[config.mk]
export PLATFORM = sky130hd
export DESIGN_NAME = snoop_cache_ctrl_flat
export DESIGN_NICKNAME = d
export VERILOG_FILES = /design/src/rtl/snoop_pkg.sv /design/src/rtl/snoop_cache_ctrl_if.sv /design/src/rtl/snoop_line_array.sv /design/src/rtl/snoop_cache_ctrl.sv /design/src/flat_wrapper.sv
export SDC_FILE = /design/constraint.sdc
export NUM_CORES = 1
export LEC_CHECK = 0
export ABC_AREA = 0
export CAP_MARGIN = 20
export CORE_ASPECT_RATIO = 0.7
export CORE_MARGIN = 1.5
export CORE_UTILIZATION = 34
export CTS_BUF_LIST = sky130_fd_sc_hd__clkbuf_2
export CTS_CLUSTER_SIZE = 28
export DETAILED_ROUTE_END_ITERATION = 10
export SLEW_MARGIN = 20
export SYNTH_ARGS = -nofsm -noshare
export SYNTH_HDL_FRONTEND = slang
export SYNTH_HIERARCHICAL = 1
export SYNTH_SLANG_ARGS = --single-unit
[constraint.sdc]
create_clock -name clk -period 9.97 [get_ports clk]
set_input_delay 1.994 -clock clk [delete_from_list [all_inputs] [get_ports clk]]
set_output_delay 1.994 -clock clk [all_outputs]
set_load 0.03 [all_outputs]
[src/rtl/snoop_pkg.sv]
// Shared types for the MSI snooping cache controller.
// Holds the line coherence states, the snoop-bus command codes and the
// controller FSM encoding.
package snoop_pkg;

  typedef enum logic [1:0] {
    ST_I = 2'b00,
    ST_S = 2'b01,
    ST_M = 2'b10
  } state_t;

  typedef enum logic [1:0] {
    CMD_NONE   = 2'd0,
    CMD_RDMISS = 2'd1,
    CMD_WRMISS = 2'd2,
    CMD_WB     = 2'd3
  } bus_cmd_t;

  typedef enum logic [2:0] {
    F_IDLE,
    F_RESP,
    F_WB_ARB,
    F_MISS_ARB,
    F_FILL
  } fsm_t;

endpackage

[src/rtl/snoop_cache_ctrl_if.sv]
// Signal bundle around one snooping cache controller.
// Groups the CPU request/response, arbiter/bus master side, fill return,
// snoop input and flush output.
//   slave  : the cache controller's view
//   master : the environment's view (CPU, arbiter, bus, other caches)
interface snoop_cache_ctrl_if #(
  parameter int unsigned ADDR_W = 5,
  parameter int unsigned DATA_W = 4,
  parameter int unsigned ID_W   = 2
);
  logic              cpu_valid;
  logic              cpu_we;
  logic [ADDR_W-1:0] cpu_addr;
  logic [DATA_W-1:0] cpu_wdata;
  logic              cpu_ready;
  logic [DATA_W-1:0] cpu_rdata;
  logic              bus_req;
  logic              bus_gnt;
  logic [1:0]        bus_cmd;
  logic [ADDR_W-1:0] bus_addr;
  logic [DATA_W-1:0] bus_wdata;
  logic              fill_valid;
  logic [DATA_W-1:0] fill_data;
  logic              snp_valid;
  logic [1:0]        snp_cmd;
  logic [ADDR_W-1:0] snp_addr;
  logic [ID_W-1:0]   snp_src;
  logic              flush_valid;
  logic [ADDR_W-1:0] flush_addr;
  logic [DATA_W-1:0] flush_data;

  modport slave (
    input  cpu_valid, cpu_we, cpu_addr, cpu_wdata, bus_gnt, fill_valid, fill_data,
           snp_valid, snp_cmd, snp_addr, snp_src,
    output cpu_ready, cpu_rdata, bus_req, bus_cmd, bus_addr, bus_wdata,
           flush_valid, flush_addr, flush_data
  );

  modport master (
    output cpu_valid, cpu_we, cpu_addr, cpu_wdata, bus_gnt, fill_valid, fill_data,
           snp_valid, snp_cmd, snp_addr, snp_src,
    input  cpu_ready, cpu_rdata, bus_req, bus_cmd, bus_addr, bus_wdata,
           flush_valid, flush_addr, flush_data
  );
endinterface

[src/rtl/snoop_line_array.sv]
// Direct-mapped line store: LINES x {state, tag, data}.
// Ports: clk/reset; CPU port (cpu_idx read, cpu_we write of state/tag/data);
// snoop port (snp_en/snp_cmd/snp_idx/snp_tag) that downgrades hit lines and
// produces a registered flush pulse (flush_valid/addr/data) for Modified hits.
// Only state bits are reset. cpu_state is the post-snoop state so the
// controller decides on what the line will be after this cycle's snoop.
module snoop_line_array
  import snoop_pkg::*;
#(
  parameter int unsigned LINES   = 4,
  parameter int unsigned TAG_W   = 3,
  parameter int unsigned DATA_W  = 4,
  parameter int unsigned INDEX_W = $clog2(LINES)
) (
  input  logic                     clk,
  input  logic                     reset,
  input  logic [INDEX_W-1:0]       cpu_idx,
  output state_t                   cpu_state,
  output logic [TAG_W-1:0]         cpu_tag_rd,
  output logic [DATA_W-1:0]        cpu_data_rd,
  input  logic                     cpu_we,
  input  state_t                   cpu_wstate,
  input  logic [TAG_W-1:0]         cpu_wtag,
  input  logic [DATA_W-1:0]        cpu_wdata,
  input  logic                     snp_en,
  input  logic [1:0]               snp_cmd,
  input  logic [INDEX_W-1:0]       snp_idx,
  input  logic [TAG_W-1:0]         snp_tag,
  output logic                     flush_valid,
  output logic [TAG_W+INDEX_W-1:0] flush_addr,
  output logic [DATA_W-1:0]        flush_data
);
  state_t            st_q   [LINES];
  logic [TAG_W-1:0]  tag_q  [LINES];
  logic [DATA_W-1:0] data_q [LINES];

  logic   snp_we;
  logic   snp_flush;
  state_t snp_state;

  always_comb begin
    snp_we    = 1'b0;
    snp_flush = 1'b0;
    snp_state = ST_I;
    if (snp_en && st_q[snp_idx] != ST_I && tag_q[snp_idx] == snp_tag) begin
      case (bus_cmd_t'(snp_cmd))
        CMD_RDMISS: if (st_q[snp_idx] == ST_M) begin
          snp_we    = 1'b1;
          snp_flush = 1'b1;
          snp_state = ST_S;
        end
        CMD_WRMISS: begin
          snp_we    = 1'b1;
          snp_flush = (st_q[snp_idx] == ST_M);
          snp_state = ST_I;
        end
        default: ;
      endcase
    end
  end

  assign cpu_state   = (snp_we && snp_idx == cpu_idx) ? snp_state : st_q[cpu_idx];
  assign cpu_tag_rd  = tag_q[cpu_idx];
  assign cpu_data_rd = data_q[cpu_idx];

  // Snoop write comes last so it wins on a shared index.
  always_ff @(posedge clk or posedge reset) begin
    if (reset) begin
      for (int unsigned i = 0; i < LINES; i++) st_q[i] <= ST_I;
    end else begin
      if (cpu_we) st_q[cpu_idx] <= cpu_wstate;
      if (snp_we) st_q[snp_idx] <= snp_state;
    end
  end

  always_ff @(posedge clk) begin
    if (cpu_we) begin
      tag_q[cpu_idx]  <= cpu_wtag;
      data_q[cpu_idx] <= cpu_wdata;
    end
  end

  always_ff @(posedge clk or posedge reset) begin
    if (reset) begin
      flush_valid <= 1'b0;
      flush_addr  <= '0;
      flush_data  <= '0;
    end else begin
      flush_valid <= snp_flush;
      flush_addr  <= snp_flush ? {snp_tag, snp_idx} : '0;
      flush_data  <= snp_flush ? data_q[snp_idx] : '0;
    end
  end
endmodule

[src/rtl/snoop_cache_ctrl.sv]
// MSI snooping cache controller, one per processor on the shared snoop bus.
// Ports: clk, reset (async, active-high), bus (slave modport): CPU request/
// response, arbiter request/grant with bus command/address/write-back data,
// fill return, snoop input and flush output.
// Serves loads/stores from a direct-mapped line array, writes back Modified
// victims, issues RDMISS/WRMISS (WRMISS without fill for an S->M upgrade).
module snoop_cache_ctrl
  import snoop_pkg::*;
#(
  parameter int unsigned PROC_ID = 0,
  parameter int unsigned ID_W    = 2,
  parameter int unsigned LINES   = 4,
  parameter int unsigned TAG_W   = 3,
  parameter int unsigned DATA_W  = 4
) (
  input logic               clk,
  input logic               reset,
  snoop_cache_ctrl_if.slave bus
);
  localparam int unsigned INDEX_W = $clog2(LINES);
  localparam int unsigned ADDR_W  = TAG_W + INDEX_W;

  logic [INDEX_W-1:0] cpu_idx;
  logic [TAG_W-1:0]   cpu_tag;
  logic               snp_en;
  assign cpu_idx = bus.cpu_addr[INDEX_W-1:0];
  assign cpu_tag = bus.cpu_addr[ADDR_W-1:INDEX_W];
  assign snp_en  = bus.snp_valid && (bus.snp_src != ID_W'(PROC_ID));

  state_t             line_state;
  logic [TAG_W-1:0]   line_tag;
  logic [DATA_W-1:0]  line_data;
  logic               arr_we;
  state_t             arr_wstate;
  logic [TAG_W-1:0]   arr_wtag;
  logic [DATA_W-1:0]  arr_wdata;

  snoop_line_array #(.LINES(LINES), .TAG_W(TAG_W), .DATA_W(DATA_W)) u_lines (
    .clk         (clk),
    .reset       (reset),
    .cpu_idx     (cpu_idx),
    .cpu_state   (line_state),
    .cpu_tag_rd  (line_tag),
    .cpu_data_rd (line_data),
    .cpu_we      (arr_we),
    .cpu_wstate  (arr_wstate),
    .cpu_wtag    (arr_wtag),
    .cpu_wdata   (arr_wdata),
    .snp_en      (snp_en),
    .snp_cmd     (bus.snp_cmd),
    .snp_idx     (bus.snp_addr[INDEX_W-1:0]),
    .snp_tag     (bus.snp_addr[ADDR_W-1:INDEX_W]),
    .flush_valid (bus.flush_valid),
    .flush_addr  (bus.flush_addr),
    .flush_data  (bus.flush_data)
  );

  fsm_t              st_q, st_d;
  logic              gap_q, gap_d;
  logic [DATA_W-1:0] rdata_q, rdata_d;
  logic              bus_req_c;
  logic [1:0]        bus_cmd_c;
  logic [ADDR_W-1:0] bus_addr_c;
  logic [DATA_W-1:0] bus_wdata_c;
  logic              tag_hit;

  assign tag_hit = (line_tag == cpu_tag) && (line_state != ST_I);

  always_comb begin
    st_d        = st_q;
    gap_d       = 1'b0;
    rdata_d     = rdata_q;
    arr_we      = 1'b0;
    arr_wstate  = ST_I;
    arr_wtag    = line_tag;
    arr_wdata   = line_data;
    bus_req_c   = 1'b0;
    bus_cmd_c   = CMD_NONE;
    bus_addr_c  = '0;
    bus_wdata_c = '0;
    case (st_q)
      F_IDLE: if (bus.cpu_valid) begin
        if (tag_hit && (!bus.cpu_we || line_state == ST_M)) begin
          st_d = F_RESP;
          if (bus.cpu_we) begin
            arr_we     = 1'b1;
            arr_wstate = ST_M;
            arr_wtag   = cpu_tag;
            arr_wdata  = bus.cpu_wdata;
          end else begin
            rdata_d = line_data;
          end
        end else if (!tag_hit && line_state == ST_M) begin
          st_d = F_WB_ARB;
        end else begin
          st_d = F_MISS_ARB;
        end
      end
      F_RESP: st_d = F_IDLE;
      // A victim downgraded by a snoop while waiting no longer needs its
      // write-back, so WB_ARB then falls through to the miss request. gap_q
      // drops bus_req for one cycle between the WB and the following miss.
      F_WB_ARB, F_MISS_ARB: begin
        bus_req_c = !gap_q;
        if (st_q == F_WB_ARB && line_state == ST_M) begin
          if (bus.bus_gnt) begin
            bus_cmd_c   = CMD_WB;
            bus_addr_c  = {line_tag, cpu_idx};
            bus_wdata_c = line_data;
            arr_we      = 1'b1;
            arr_wstate  = ST_I;
            st_d        = F_MISS_ARB;
            gap_d       = 1'b1;
          end
        end else if (bus_req_c && bus.bus_gnt) begin
          bus_addr_c = bus.cpu_addr;
          bus_cmd_c  = bus.cpu_we ? CMD_WRMISS : CMD_RDMISS;
          arr_we     = 1'b1;
          if (bus.cpu_we && tag_hit && line_state == ST_S) begin
            arr_wstate = ST_M;
            arr_wtag   = cpu_tag;
            arr_wdata  = bus.cpu_wdata;
            st_d       = F_RESP;
          end else begin
            // Invalidate the old line now so nothing can snoop it during FILL.
            arr_wstate = ST_I;
            st_d       = F_FILL;
          end
        end else begin
          st_d = F_MISS_ARB;
        end
      end
      F_FILL: if (bus.fill_valid) begin
        arr_we   = 1'b1;
        arr_wtag = cpu_tag;
        st_d     = F_RESP;
        if (bus.cpu_we) begin
          arr_wstate = ST_M;
          arr_wdata  = bus.cpu_wdata;
        end else begin
          arr_wstate = ST_S;
          arr_wdata  = bus.fill_data;
          rdata_d    = bus.fill_data;
        end
      end
      default: st_d = F_IDLE;
    endcase
  end

  always_ff @(posedge clk or posedge reset) begin
    if (reset) begin
      st_q    <= F_IDLE;
      gap_q   <= 1'b0;
      rdata_q <= '0;
    end else begin
      st_q    <= st_d;
      gap_q   <= gap_d;
      rdata_q <= rdata_d;
    end
  end

  assign bus.cpu_ready = (st_q == F_RESP);
  assign bus.cpu_rdata = rdata_q;
  assign bus.bus_req   = bus_req_c;
  assign bus.bus_cmd   = bus_cmd_c;
  assign bus.bus_addr  = bus_addr_c;
  assign bus.bus_wdata = bus_wdata_c;
endmodule
[src/flat_wrapper.sv]
// flat-port wrapper written by rule: the top's interface ports become plain ports
module snoop_cache_ctrl_flat import snoop_pkg::*;
#(
  parameter int unsigned PROC_ID = 0,
  parameter int unsigned ID_W    = 2,
  parameter int unsigned LINES   = 4,
  parameter int unsigned TAG_W   = 3,
  parameter int unsigned DATA_W  = 4
)
  (clk, reset, bus_cpu_valid, bus_cpu_we, bus_cpu_addr, bus_cpu_wdata, bus_bus_gnt, bus_fill_valid, bus_fill_data, bus_snp_valid, bus_snp_cmd, bus_snp_addr, bus_snp_src, bus_cpu_ready, bus_cpu_rdata, bus_bus_req, bus_bus_cmd, bus_bus_addr, bus_bus_wdata, bus_flush_valid, bus_flush_addr, bus_flush_data);
  snoop_cache_ctrl_if #(.DATA_W(DATA_W), .ID_W(ID_W)) bus_i ();
  input logic clk;
  input logic reset;
  input wire logic [$bits(bus_i.cpu_valid)-1:0] bus_cpu_valid;
  input wire logic [$bits(bus_i.cpu_we)-1:0] bus_cpu_we;
  input wire logic [$bits(bus_i.cpu_addr)-1:0] bus_cpu_addr;
  input wire logic [$bits(bus_i.cpu_wdata)-1:0] bus_cpu_wdata;
  input wire logic [$bits(bus_i.bus_gnt)-1:0] bus_bus_gnt;
  input wire logic [$bits(bus_i.fill_valid)-1:0] bus_fill_valid;
  input wire logic [$bits(bus_i.fill_data)-1:0] bus_fill_data;
  input wire logic [$bits(bus_i.snp_valid)-1:0] bus_snp_valid;
  input wire logic [$bits(bus_i.snp_cmd)-1:0] bus_snp_cmd;
  input wire logic [$bits(bus_i.snp_addr)-1:0] bus_snp_addr;
  input wire logic [$bits(bus_i.snp_src)-1:0] bus_snp_src;
  output wire logic [$bits(bus_i.cpu_ready)-1:0] bus_cpu_ready;
  output wire logic [$bits(bus_i.cpu_rdata)-1:0] bus_cpu_rdata;
  output wire logic [$bits(bus_i.bus_req)-1:0] bus_bus_req;
  output wire logic [$bits(bus_i.bus_cmd)-1:0] bus_bus_cmd;
  output wire logic [$bits(bus_i.bus_addr)-1:0] bus_bus_addr;
  output wire logic [$bits(bus_i.bus_wdata)-1:0] bus_bus_wdata;
  output wire logic [$bits(bus_i.flush_valid)-1:0] bus_flush_valid;
  output wire logic [$bits(bus_i.flush_addr)-1:0] bus_flush_addr;
  output wire logic [$bits(bus_i.flush_data)-1:0] bus_flush_data;
  assign bus_i.cpu_valid = bus_cpu_valid;
  assign bus_i.cpu_we = bus_cpu_we;
  assign bus_i.cpu_addr = bus_cpu_addr;
  assign bus_i.cpu_wdata = bus_cpu_wdata;
  assign bus_i.bus_gnt = bus_bus_gnt;
  assign bus_i.fill_valid = bus_fill_valid;
  assign bus_i.fill_data = bus_fill_data;
  assign bus_i.snp_valid = bus_snp_valid;
  assign bus_i.snp_cmd = bus_snp_cmd;
  assign bus_i.snp_addr = bus_snp_addr;
  assign bus_i.snp_src = bus_snp_src;
  assign bus_cpu_ready = bus_i.cpu_ready;
  assign bus_cpu_rdata = bus_i.cpu_rdata;
  assign bus_bus_req = bus_i.bus_req;
  assign bus_bus_cmd = bus_i.bus_cmd;
  assign bus_bus_addr = bus_i.bus_addr;
  assign bus_bus_wdata = bus_i.bus_wdata;
  assign bus_flush_valid = bus_i.flush_valid;
  assign bus_flush_addr = bus_i.flush_addr;
  assign bus_flush_data = bus_i.flush_data;
  snoop_cache_ctrl #(.PROC_ID(PROC_ID), .ID_W(ID_W), .LINES(LINES), .TAG_W(TAG_W), .DATA_W(DATA_W)) u_core (.clk(clk), .reset(reset), .bus(bus_i));
endmodule
Word level (Yosys, flattened, before mapping):

Memory sizes are Yosys's and may differ from the RTL's.
Index checks and enable logic that the tools add are counted.

* memories: 2
* RAM bits: 28
* logic and storage cells: 151
* flip-flop bits (word level): 26

Memories
* u_core.u_lines.data_q: depth 4, bits a word 4, read ports 2, clocked after memory_dff 0, write ports 1, RTL line snoop_line_array.sv:35 `logic [DATA_W-1:0] data_q [LINES];`
* u_core.u_lines.tag_q: depth 4, bits a word 3, read ports 2, clocked after memory_dff 0, write ports 1, RTL line snoop_line_array.sv:34 `logic [TAG_W-1:0] tag_q [LINES];`

* order comparisons: 4
* mux-type cells: 90
* reductions and logical operators: 25
* equality and inequality tests: 18
* bitwise operators: 2

Operator list (number)
* 4-bit two-way mux: 17
* 3-bit two-way mux: 14
* 2-bit two-way mux: 19
* 5-bit two-way mux: 5
* 1-bit two-way mux: 19
* 3-bit case mux with 3 select lines: 2
* 8-bit bitwise mux: 2
* 8-bit two-way mux: 2
* 1-bit logical AND: 13
* 4-bit case mux with 3 select lines: 1
* 2-bit binary-select mux with 2-bit select: 2
* 2-bit demux with 2-bit select: 2
* 2-bit != test (second input constant): 4
* 4-bit case mux with 2 select lines: 1
* 2-bit nonzero test: 4
* 2-bit == test (second input constant): 3
* 3-bit by 2-bit == test with 1-bit output (second input constant): 2
* 3-bit == test: 2
* 3-bit greater-or-equal comparator (second input constant): 2
* 3-bit by 1-bit < comparator with 1-bit output (second input constant): 2
* 2-bit inverter with 3-bit output: 2
* 2-bit case mux with 3 select lines: 1
* 6-bit AND reduction: 1
* 2-bit by 1-bit == test with 1-bit output (second input constant): 2
* other kinds (12): 15

Depth between registers and ports, before layout:

* depth after elaboration: 22
* mapped depth: 15

By module:

Netlist, hierarchy kept.

By module, submodules not included
* snoop_line_array: cells an instance 130, instances 1, area an instance 2194.6 µm², sequential area each 1291.2 µm²
* snoop_cache_ctrl: cells an instance 133, instances 1, area an instance 1039.7 µm², sequential area each 200.2 µm²

Worst setup path after synthesis:

OpenSTA, ideal clock, no wires.

* path type: input -> output
* start point: input bus_snp_addr[0]
* end point: output bus_bus_cmd[0]
* setup slack: 2.477 ns
* cell stages on the path: 11
* data arrival time: 5.499 ns
* cells stage by stage: buf_6 -> mux4_2 -> xor2_1 -> or4_1 -> buf_6 -> nor4_2 -> mux2_1 -> nor3b_2 -> nand3_1 -> a21oi_1 -> a21boi_1

* longest elaborated chain between the ends: 14
* elaborated cells on any way between the ends: 23

Ends and longest elaborated chain
* from (decl): RTL line flat_wrapper.sv:23 `input wire logic [$bits(bus_i.snp_addr)-1:0] bus_snp_addr;`
* 2-bit inverter with 3-bit output (not written as such): RTL line snoop_line_array.sv:45, snoop_line_array.sv:47
* 2-bit binary-select mux with 2-bit select: RTL line snoop_line_array.sv:45, snoop_line_array.sv:47
* 2-bit two-way mux (not written as such) (2 in a row): RTL line snoop_line_array.sv:45, snoop_line_array.sv:47
* 2-bit == test or 2-bit nonzero test (tied branches): RTL line snoop_line_array.sv:47, snoop_line_array.sv:45
* 1-bit two-way mux or 1-bit logical AND (tied branches): RTL line snoop_line_array.sv:47, snoop_line_array.sv:45
* 1-bit case mux with 2 select lines or 1-bit logical AND (tied branches): RTL line snoop_line_array.sv:46, snoop_line_array.sv:45
* 1-bit two-way mux: RTL line snoop_line_array.sv:45 `if (snp_en && st_q[snp_idx] != ST_I && tag_q[snp_idx] == snp_tag) begin`
* 1-bit logical AND: RTL line snoop_line_array.sv:62 `assign cpu_state = (snp_we && snp_idx == cpu_idx) ? snp_state : st_q[cpu_idx];`
* 2-bit two-way mux (*): RTL line snoop_line_array.sv:62
* named net u_core.line_state[0]: RTL line snoop_cache_ctrl.sv:30 `state_t line_state;`
* 2-bit == test (*): RTL line snoop_cache_ctrl.sv:105 `if (st_q == F_WB_ARB && line_state == ST_M) begin`
* 1-bit logical AND (*): RTL line snoop_cache_ctrl.sv:105
* 2-bit two-way mux (*): RTL line snoop_cache_ctrl.sv:105
* 2-bit two-way mux (*): RTL line snoop_cache_ctrl.sv:81 `case (st_q)`
* to (decl): RTL line flat_wrapper.sv:28 `output wire logic [$bits(bus_i.bus_cmd)-1:0] bus_bus_cmd;`

Mark *: on every way through the listed nets, which the timed path passes. The rest lies on a longest branch. The select of a mux whose other input is x is not followed.

Worst setup path after layout:

* start point: input bus_snp_addr[1]
* end point: output bus_bus_cmd[0]

The elaborated chain is that of the path after synthesis.

==> results.txt <==
* Dpl hpwl: 6.179 mm
* Avg WL per Cell: between 15 and 20 µm
- At the worst endpoint, the required time is 7.98 ns.
- Vias in the first global route: 2228
* Max rail drop VDD: around 82 µV
- OpenSTA, run right after detailed placement, puts the worst setup slack at 0.9327 ns.
* Starting DRC count in detailed routing: 139
* Total number of nets in the final design: 345
- The H-tree generated during clock tree synthesis spans 2 levels.
* Worst Path Arrival: around 7.1 ns
- Subtracting the final worst setup slack from the clock period gives 9.081 ns.
- The cell count after synthesis came out at 263.
- In this run the static leakage power is approximately 1.5 nW.
- Cell with the most instances on the worst path: clkdlybuf4s50_1
- Class of the most critical setup path: primary input to output pin
* Yosys reg bits: 54
* Slowest library cell on the worst path: clkdlybuf4s50_1
- In this run the mean area of a mapped cell was 12.30 µm².
- Gr usage total: about 17%
- Counting the fill cells in the layout gives 858.
- Post-synth ARST share: 48.15%
* Summed instance area of the synthesized netlist: around 0.0032 mm²
* Total die area: 0.01012 mm²
- Counting the buffers created by CTS gives 5.
* Post-Route Skew: 0.02799 ns
- The tool flagged a number of max-cap violations equal to 0.
- Post-CTS repair changed the size of 0 cells.
- The count of final max-slew check failures was 0.
* Buffer levels on the longest clock path: 2
- On the worst path, the slowest cell contributes a delay of 0.92 ns.
* Clock latency of the later-clocked register in the worst-skew pair: 0.48 ns
* Cell variety after synth: 55
* Maximum fanout encountered on the critical timing path: 15
- Status: finished, final reports clean
* Proportion of netlist area held by the largest area contributor: 26.00%
- Clock tree synthesis found a total of 54 sinks.
- In this run the tightest slew margin relative to its limit is a little under a third.
* Share of synthesized area occupied by flip-flops and latches: 46.11%
- Unrepaired setup endpoints after global routing: false
* Horizontal die dimension: roughly 120 µm
- Dividing total power by cell area gives a power density of 172.6 mW/mm².
- Based on the critical path, the design can be clocked at up to 0.1101 GHz.
- Ratio of final minimum period to clock period: 91.08%
- Number of failing hold endpoints at the final stage: 0
* GP Congestion: 0.9373
- Yosys printed 6 warnings.
- Pin placement for this block handled 56 I/O pins.
- The initial antenna violation count came to 0.
- After detailed routing, the number of vias per cell comes to between 5 and 6.
- Count of TritonRoute iterations in the first routing pass: 5
* Buffers added on ports: 55
* Type of the most critical hold path: register to register
* Final setup slack of the worst path: between 0.8 and 0.9 ns
- After clock tree synthesis, the flow added hold-fix buffers numbering 0.
* Leading cell types by total area after synthesis: edfxtp_1 (26%), dfrtp_1 (20%), mux4_2 (13%)
- Total global routing overflow: 0
* Final setup TNS: 0 ns
- Of all cell types, the one taking the most synthesized area is edfxtp_1.
- The routed layout has 2327 vias.
- Routed Antenna Nets: 0
- DRC violation count after routing: 0
- Critical Path Start Type: primary input
- Setup violations remaining at the end of the flow were counted as 0.
- For this block, the routed nets add up to 8.126 mm of wire.
- Traced cell by cell, the critical path runs through clkdlybuf4s50_1 > mux4_2 > xor2_1 > or4_1 > nor4_2 > mux2_1 > nor3b_2 > nand3_1 > a21oi_1 > a21boi_1 > clkdlybuf4s50_1.
* Top cells by instance count after synthesis: edfxtp_1 (28), dfrtp_1 (26), nor2_1 (23)
* Core ar.: ~0.0091 mm²
- TritonCTS built the clock tree.
- Number of antenna repair diodes: 0
- Once the floorplan was initialized, standard cells occupied 35.37% of the core.
- Of the cells placed in the final design, the portion with a size suffix greater than 1 is 13.97%.
- Cell with the most instances after synthesis: edfxtp_1
* Maximum number of pins on one net before global-route repair: 20
- Clock transition at the registers of the reported paths: 0.30 ns
* Layout Area Growth over Synthesis: 22.01%
- The worst setup path is captured at an output pin.
- The first global-routing pass estimated ~13 mm of wire.
* Transition time at the pin with the least slew margin: 1.030 ns
- Setup Buffers After CTS: 0
* Number of enable-type register cells in the synthesized netlist: 28
- The tree is rooted in a clkbuf_2.
- The number of nets handed over by synthesis was slightly below 300.
- From bottom edge to top edge, the die measures 84.60 µm.
- After floorplanning, the core was divided into 29 placement rows.
* Dominant synthesized flop cell: edfxtp_1
==> where the power goes <==
part,leakage (nW),total [mW],switching (mW),internal (mW)
Combinational,0.835,0.278,0.160,0.117
Clock,0.0351,0.0979,0.0774,0.0204
Sequential,0.608,0.306,0.0239,0.282
Total,1.48,0.681,0.261,0.420
==> sequential cells by signal, indices dropped and copies added, names as in the netlist <==
signal / count
u_core/u_lines/flush_valid: 1
u_core/u_lines/flush_addr: 5
u_core/u_lines/st_q: 8
u_core/u_lines/flush_data: 4
u_core/bus.cpu_rdata: 4
u_core/st_q: 3
u_core/u_lines/tag_q: 12
u_core/u_lines/data_q: 16
u_core/gap_q: 1
==> worst max-delay path, delay by kind of cell <==
family / cells / cell delay, ns
mux: 2 / 0.90
compound gates: 2 / 0.69
xor+xnor: 1 / 0.15
simple gates: 4 / 1.73
buf+inv: 2 / 1.61
==> through the flow <==
stage / util (%) / instance area (µm²) / hold WS [ns] / power [mW] / cells
final: 43.16 / 3946 / 0.5572 / 0.6811 / 439
after global routing: 43.16 / 3946 / 0.5920 / 0.7217 / 439
after CTS: 43.16 / 3946 / 0.5623 / 0.6837 / 439
after detailed placement: 42.57 / 3892 / 0.5053 / 0.5848 / 431
after global placement: 42.57 / 3892 / 0.4918 / 0.5802 / 431
after floorplan: - / 3234 / 0.4982 / 0.4936 / 263
==> layer usage <==
metal	wire (µm)	up-vias	track usage [%]	part of all wire [%]
met1	4188	1141	27.34	52
met5	0	-	0	0
met3	542	4	3.601	6.7
li1	-	1084	-	-
met2	3359	98	22.57	41
met4	37	0	3.247	0.46
==> logic make-up (layout without fill, tap and decap cells) <==
group	after synthesis	in the layout	share of synthesized area, %
AND/OR/NAND/NOR	87	87	16.33
flip-flops	54	54	46.11
multiplexers	46	46	21.59
AO/OA/AOI/OAI	40	40	8.859
buffers and inverters	26	78	3.481
XOR/XNOR	8	8	2.863
adder cells (fa/ha/maj)	2	2	0.7736
==> cell usage in the layout (no fill, tap or decap), types with 5 or more instances in the layout <==
cell	netlist	layout
clkdlybuf4s50_1	0	55
edfxtp_1	28	28
dfrtp_1	26	26
nor2_1	23	23
mux2i_1	18	18
mux4_2	18	18
nand2_1	13	13
inv_1	13	13
and2_1	12	12
nand2b_1	8	8
a21oi_1	8	8
mux2_1	6	6
clkbuf_2	0	5
o21ai_0	5	5
nor2b_1	5	5
==> path summary, 6_finish.rpt <==
kind | from | end | slack [ns] | cells after the start
worst max-delay path | bus_snp_addr[1] | bus_bus_cmd[0] | 0.89 | 11
worst min-delay path | u_core/bus.cpu_rdata[3]$_DFFE_PP0P_ | u_core/bus.cpu_rdata[3]$_DFFE_PP0P_ | 0.56 | 1
worst max register to register | u_core/u_lines/tag_q[0][0]$_DFFE_PP_ | u_core/u_lines/st_q[4]$_DFF_PP0_ | 4.67 | 13
worst min register to register | u_core/bus.cpu_rdata[3]$_DFFE_PP0P_ | u_core/bus.cpu_rdata[3]$_DFFE_PP0P_ | 0.56 | 1
max in group asynchronous | reset | u_core/u_lines/st_q[4]$_DFF_PP0_ | 7.61 | 2
min in group asynchronous | reset | u_core/bus.cpu_rdata[1]$_DFFE_PP0P_ | 1.76 | 2
==> layout make-up <==
type,instances,area (µm²),area share (%)
multi-input combinational,183,1635,41.44
sequential,54,1491,37.79
timing repair buffer,56,558.0,14.14
tap,124,155.1,3.932
inverter,14,52.55,1.332
clock inverter,3,28.78,0.7292
clock buffer,5,25.02,0.6341
No activity file was read; power rests on OpenSTA's default activity.
